<file path="config.mk">
export PLATFORM = sky130hd
export DESIGN_NAME = bcd_display_mux
export DESIGN_NICKNAME = d
export VERILOG_FILES = /design/src/rtl/bcd_display_mux.sv
export SDC_FILE = /design/constraint.sdc
export NUM_CORES = 1
export LEC_CHECK = 0
export CELL_PAD_IN_SITES_DETAIL_PLACEMENT = 1
export CELL_PAD_IN_SITES_GLOBAL_PLACEMENT = 2
export CORE_UTILIZATION = 35
export CTS_BUF_LIST = sky130_fd_sc_hd__clkbuf_16
export DETAILED_ROUTE_END_ITERATION = 10
export GPL_TIMING_DRIVEN = 0
export PLACE_DENSITY_LB_ADDON = 0.1
export SLEW_MARGIN = 0
export SYNTH_ARGS = -nofsm -noshare
export SYNTH_HDL_FRONTEND = slang
export SYNTH_SLANG_ARGS = --single-unit
export TNS_END_PERCENT = 30
</file>
<file path="constraint.sdc">
create_clock -name clk -period 2.85 [get_ports clk]
set_clock_uncertainty 0.15 [all_clocks]
set_input_delay 0.4275 -clock clk [delete_from_list [all_inputs] [get_ports clk]]
set_output_delay 0.4275 -clock clk [all_outputs]
set_load 0.02 [all_outputs]
</file>
<file path="src/rtl/bcd_display_mux.sv">
// rtl/bcd_display_mux.sv - four-digit multiplexed BCD seven-segment driver with overflow dp
// Optional leading-zero blanking: define LEADING_ZERO_BLANK_EN.
module bcd_display_mux #(
  parameter int PRESCALE = 2500
) (
  input  logic        clk,
  input  logic        reset,
  input  logic [15:0] digits,
  input  logic        carry_in,
  input  logic        latch,
  input  logic        clr,
  output logic [6:0]  seg,
  output logic        dp,
  output logic [3:0]  an,
  output logic        frame_done
);

  logic [15:0] snapshot;
  logic        overflow;
  logic [15:0] pre_cnt;
  logic [1:0]  idx;
  logic        tick;
  logic [3:0]  cur_digit;
  logic [6:0]  dec_seg;
  logic [6:0]  slot_seg;

  assign tick = (pre_cnt == 16'(PRESCALE - 1));

  always_ff @(posedge clk or posedge reset) begin
    if (reset) begin
      snapshot <= 16'h0000;
    end else if (latch) begin
      snapshot <= digits;
    end
  end

  // clr has priority so a simultaneous carry cannot re-set the flag
  always_ff @(posedge clk or posedge reset) begin
    if (reset) begin
      overflow <= 1'b0;
    end else if (clr) begin
      overflow <= 1'b0;
    end else if (carry_in) begin
      overflow <= 1'b1;
    end
  end

  always_ff @(posedge clk or posedge reset) begin
    if (reset) begin
      pre_cnt <= 16'd0;
      idx     <= 2'd0;
    end else if (tick) begin
      pre_cnt <= 16'd0;
      idx     <= idx + 2'd1;
    end else begin
      pre_cnt <= pre_cnt + 16'd1;
    end
  end

  always_comb begin
    cur_digit = snapshot[3:0];
    case (idx)
      2'd0: cur_digit = snapshot[3:0];
      2'd1: cur_digit = snapshot[7:4];
      2'd2: cur_digit = snapshot[11:8];
      2'd3: cur_digit = snapshot[15:12];
      default: cur_digit = snapshot[3:0];
    endcase
  end

  // Active-low {g,f,e,d,c,b,a}; non-BCD codes show "E"
  always_comb begin
    dec_seg = 7'h06;
    case (cur_digit)
      4'd0: dec_seg = 7'h40;
      4'd1: dec_seg = 7'h79;
      4'd2: dec_seg = 7'h24;
      4'd3: dec_seg = 7'h30;
      4'd4: dec_seg = 7'h19;
      4'd5: dec_seg = 7'h12;
      4'd6: dec_seg = 7'h02;
      4'd7: dec_seg = 7'h78;
      4'd8: dec_seg = 7'h00;
      4'd9: dec_seg = 7'h10;
      default: dec_seg = 7'h06;
    endcase
  end

`ifdef LEADING_ZERO_BLANK_EN
  logic blank;

  // A digit is blanked only when it and every more-significant digit are zero
  always_comb begin
    blank = 1'b0;
    case (idx)
      2'd3: blank = (snapshot[15:12] == 4'd0);
      2'd2: blank = (snapshot[15:8] == 8'd0);
      2'd1: blank = (snapshot[15:4] == 12'd0);
      default: blank = 1'b0;
    endcase
  end

  assign slot_seg = blank ? 7'h7F : dec_seg;
`else
  assign slot_seg = dec_seg;
`endif

  always_ff @(posedge clk or posedge reset) begin
    if (reset) begin
      seg        <= 7'h7F;
      dp         <= 1'b1;
      an         <= 4'b1111;
      frame_done <= 1'b0;
    end else begin
      frame_done <= tick && (idx == 2'd3);
      if (tick) begin
        seg <= slot_seg;
        dp  <= ~((idx == 2'd3) && overflow);
        an  <= ~(4'b0001 << idx);
      end
    end
  end

endmodule
</file>
==> results.yml <==
run_status:
  run_status: "finished, final reports clean"
critical_path:
  critPathMaxFanout: 6
  endpoint_kind: "flip-flop"
  cpMaxStageDelayCell: "a222oi_1"
  path_cells: "inv_1, ha_1, a222oi_1, mux2_2, inv_1, ha_1, o21a_1, a22o_1"
  rrSetupSlack_ns: 0.53
  worstPathRequired_ns: 2.92
  r2r-start: "idx[1]"
  crit_type: "flip-flop to flip-flop"
  endpoint: "seg[5]"
  arrival_ns: 2.39
  critPathLaunch: "idx[1]"
  cp.depth: 8
  startpoint_type: "flip-flop"
  timing.rr.end: "seg[5]"
  reg2reg_depth: 8
  cp_slowest_stage_delay_ns: 0.39
  path_delay_family: "compound AO/OA/AOI/OAI gates"
  crit_buf_inv: 2
floorplanning:
  die_x_um: 82.9
  core_sq_um: 6350
  row_count: 29
  die_h_um: 82.9
  io_pins: 34
  die_area_sq_um: 6870
  start_util_pct: 36.1
layout:
  multiInputGateArea_sq_um: 990
  drive_gt1_share_pct: 20.3
  post_layout_nonfiller_instances: 313
  area_growth_pct: 26.2
  utilization_pct: 45.5
  seqCellArea_sq_um: 1220
  fin_nets: 267
  diodes: 0
  fill_cells: 690
timing:
  fin_ws_ns: 0.533
  slew_headroom_pct: 64.9
  min_period_over_period_pct: 81.3
  drv_slew: 0
  fin_tns_setup_ns: 0
  max_freq_ghz: 0.432
  hold_violations: 0
  final.min_clock_period_ns: 2.32
  grt_setup_unrepaired: "no"
  worstMarginPinSlew_ns: 0.527
  holdWs_ns: 0.275
  setup_viol: 0
synthesis:
  syn-num-nets: 227
  syn_area_sq_um: 2290
  avgSynthCellArea_sq_um: 11.7
  yosys.area.top_type: "dfrtp_1"
  synth-seq-cells: 48
  synth_ff_type: "dfrtp_1"
  synth_edf_count: 0
  ys_top_cells_by_area: "dfrtp_1, dfstp_2, mux2_2"
  synth_warnings: 0
  netlist_instances: 195
  synth_most_common_cell: "dfrtp_1"
  async_flop_share_pct: 100
  synth_commonest_cells: "dfrtp_1, nand2_1, mux2_2"
  synthDistinctLibCells: 37
  ys_seq_area_share_pct: 53.1
  synth_top_area_share_pct: 39.3
clock_tree:
  cts_buffers: 5
  htreeDepth: 2
  cts-root-buf: "clkbuf_16"
  cts_tree: "yes"
  ctsResizeCount: 0
  cts.sinks: 48
  cts_setup_buffers: 0
  cts.path.max_buffers: 2
  path_clk_slew_ns: 0.06
  insertion_delay_ns: 0.29
  cts_hold_buf: 0
global_routing:
  antenna_found_initial: 0
  grt_pass1_wl_mm: 9.07
  first_global_vias: 1828
  grt_max_degree: 36
  overflow: 0
  grt_usage_pct: 16.9
power:
  swShare_pct: 20.5
  power_density_nw_per_um2: 510
  p_int_w: 0.00117
  p_leak_nw: 1.23
  power_frac_seq_pct: 48.6
  p_switching_w: 0.000302
  power_frac_clock_pct: 43.8
  peakVddDrop_mv: 0.253
  combPwrFrac_pct: 7.6
run:
  drv_cap: 0
drt:
  post-route-drc-count: 0
  viasPerCell: 5.21
  wl_mm: 5.02
  vias: 1631
  wl_per_cell_um: 16.0
  antenna_left: 0
  dr.pass1.iters: 4
  drt-initial-drc-count: 45
place:
  place_inst: 305
  io_buffers: 32
  dp_slack_ns: 0.538
  globalplace.congestion: 0.765
  dp_hpwl_mm: 3.66
hold_path:
  hold_path_class: "primary input to asynchronous set/reset pin"
[kinds of logic (layout without fill, tap and decap cells)]
| logic type | Yosys count | count (layout) | synth area share (%) |
|---|---|---|---|
| AO/OA/AOI/OAI | 32 | 32 | 9.28 |
| XOR/XNOR | 14 | 14 | 5.35 |
| adder cells (fa/ha/maj) | 11 | 11 | 6.01 |
| buffers and inverters | 18 | 59 | 3.71 |
| flip-flops | 48 | 48 | 53.1 |
| multiplexers | 19 | 19 | 9.45 |
| AND/OR/NAND/NOR | 53 | 53 | 13.1 |
[registers in the layout, summed over array words and instances, names as in the netlist]
signal,flops
frame_done,1
snapshot,16
seg,7
idx,2
dp,1
an,4
pre_cnt,16
overflow,1
[cell usage in the layout, fill, tap and decap left out, drive strengths merged, types with 2 or more instances in the layout]
cell type	count
buf	5
nor3	5
dfstp	12
a41oi	2
nor2	13
dfrtp	36
a22o	4
a31oi	2
nand2	17
ha	11
mux2	15
xnor2	10
clkdlybuf4s50	32
o21ai	12
a21oi	4
a22oi	2
nand4	4
nand3	4
xor2	4
and2	3
clkbuf	7
inv	13
and3	3
a222oi	3
mux2i	4
and4bb	2
[cell type report]
cell class                      instances  share of cell area [%]
Sequential cell                        48                    42.1
Multi-Input combinational cell        129                    34.2
Timing Repair Buffer                   33                    11.8
Clock buffer                            5                    4.33
Tap cell                               77                    3.33
Inverter                               12                    1.56
Buffer                                  6                    1.38
Clock inverter                          3                    1.34
[per-stage QoR]
step | cell area [sq um] | power [W]
floorplan | 2290 | 0.000791
global placement | 2710 | 0.000833
detailed placement | 2730 | 0.000843
CTS | 2890 | 0.00151
global route | 2890 | 0.00155
finish | 2890 | 0.00148
[power groups by stage]
stage / Sequential, W / Clock, W / Combinational (W)
global placement: 0.000727 / 0 / 0.000107
CTS: 0.000716 / 0.000674 / 0.000115
floorplan: 0.000724 / 0 / 0.0000671
detailed placement: 0.000728 / 0 / 0.000115
finish: 0.000717 / 0.000647 / 0.000112
global route: 0.000720 / 0.000702 / 0.000128
[worst min-delay path by stage]
| stage | slack, ns | startpoint | depth (start not counted) | end |
|---|---|---|---|---|
| floorplan | 0.25 | overflow | 1 | dp |
| global placement | 0.27 | overflow | 1 | dp |
| detailed placement | 0.29 | overflow | 1 | dp |
| CTS | 0.29 | reset | 2 | pre_cnt[7] |
| global route | 0.31 | reset | 2 | pre_cnt[8] |
| finish | 0.27 | reset | 2 | pre_cnt[12] |
[routing by layer]
layer | part of all wire (%) | vias to the layer above | routed length (um) | GRT usage, %
met2 | 47 | 35 | 2360 | 27.4
met5 | 0 | - | 0 | 0
met1 | 48 | 828 | 2430 | 22.2
met4 | 1.3 | 0 | 65 | 6.11
li1 | - | 763 | - | -
met3 | 3.4 | 5 | 169 | 3.68
Note: power is estimated with default switching activity, not from simulation.
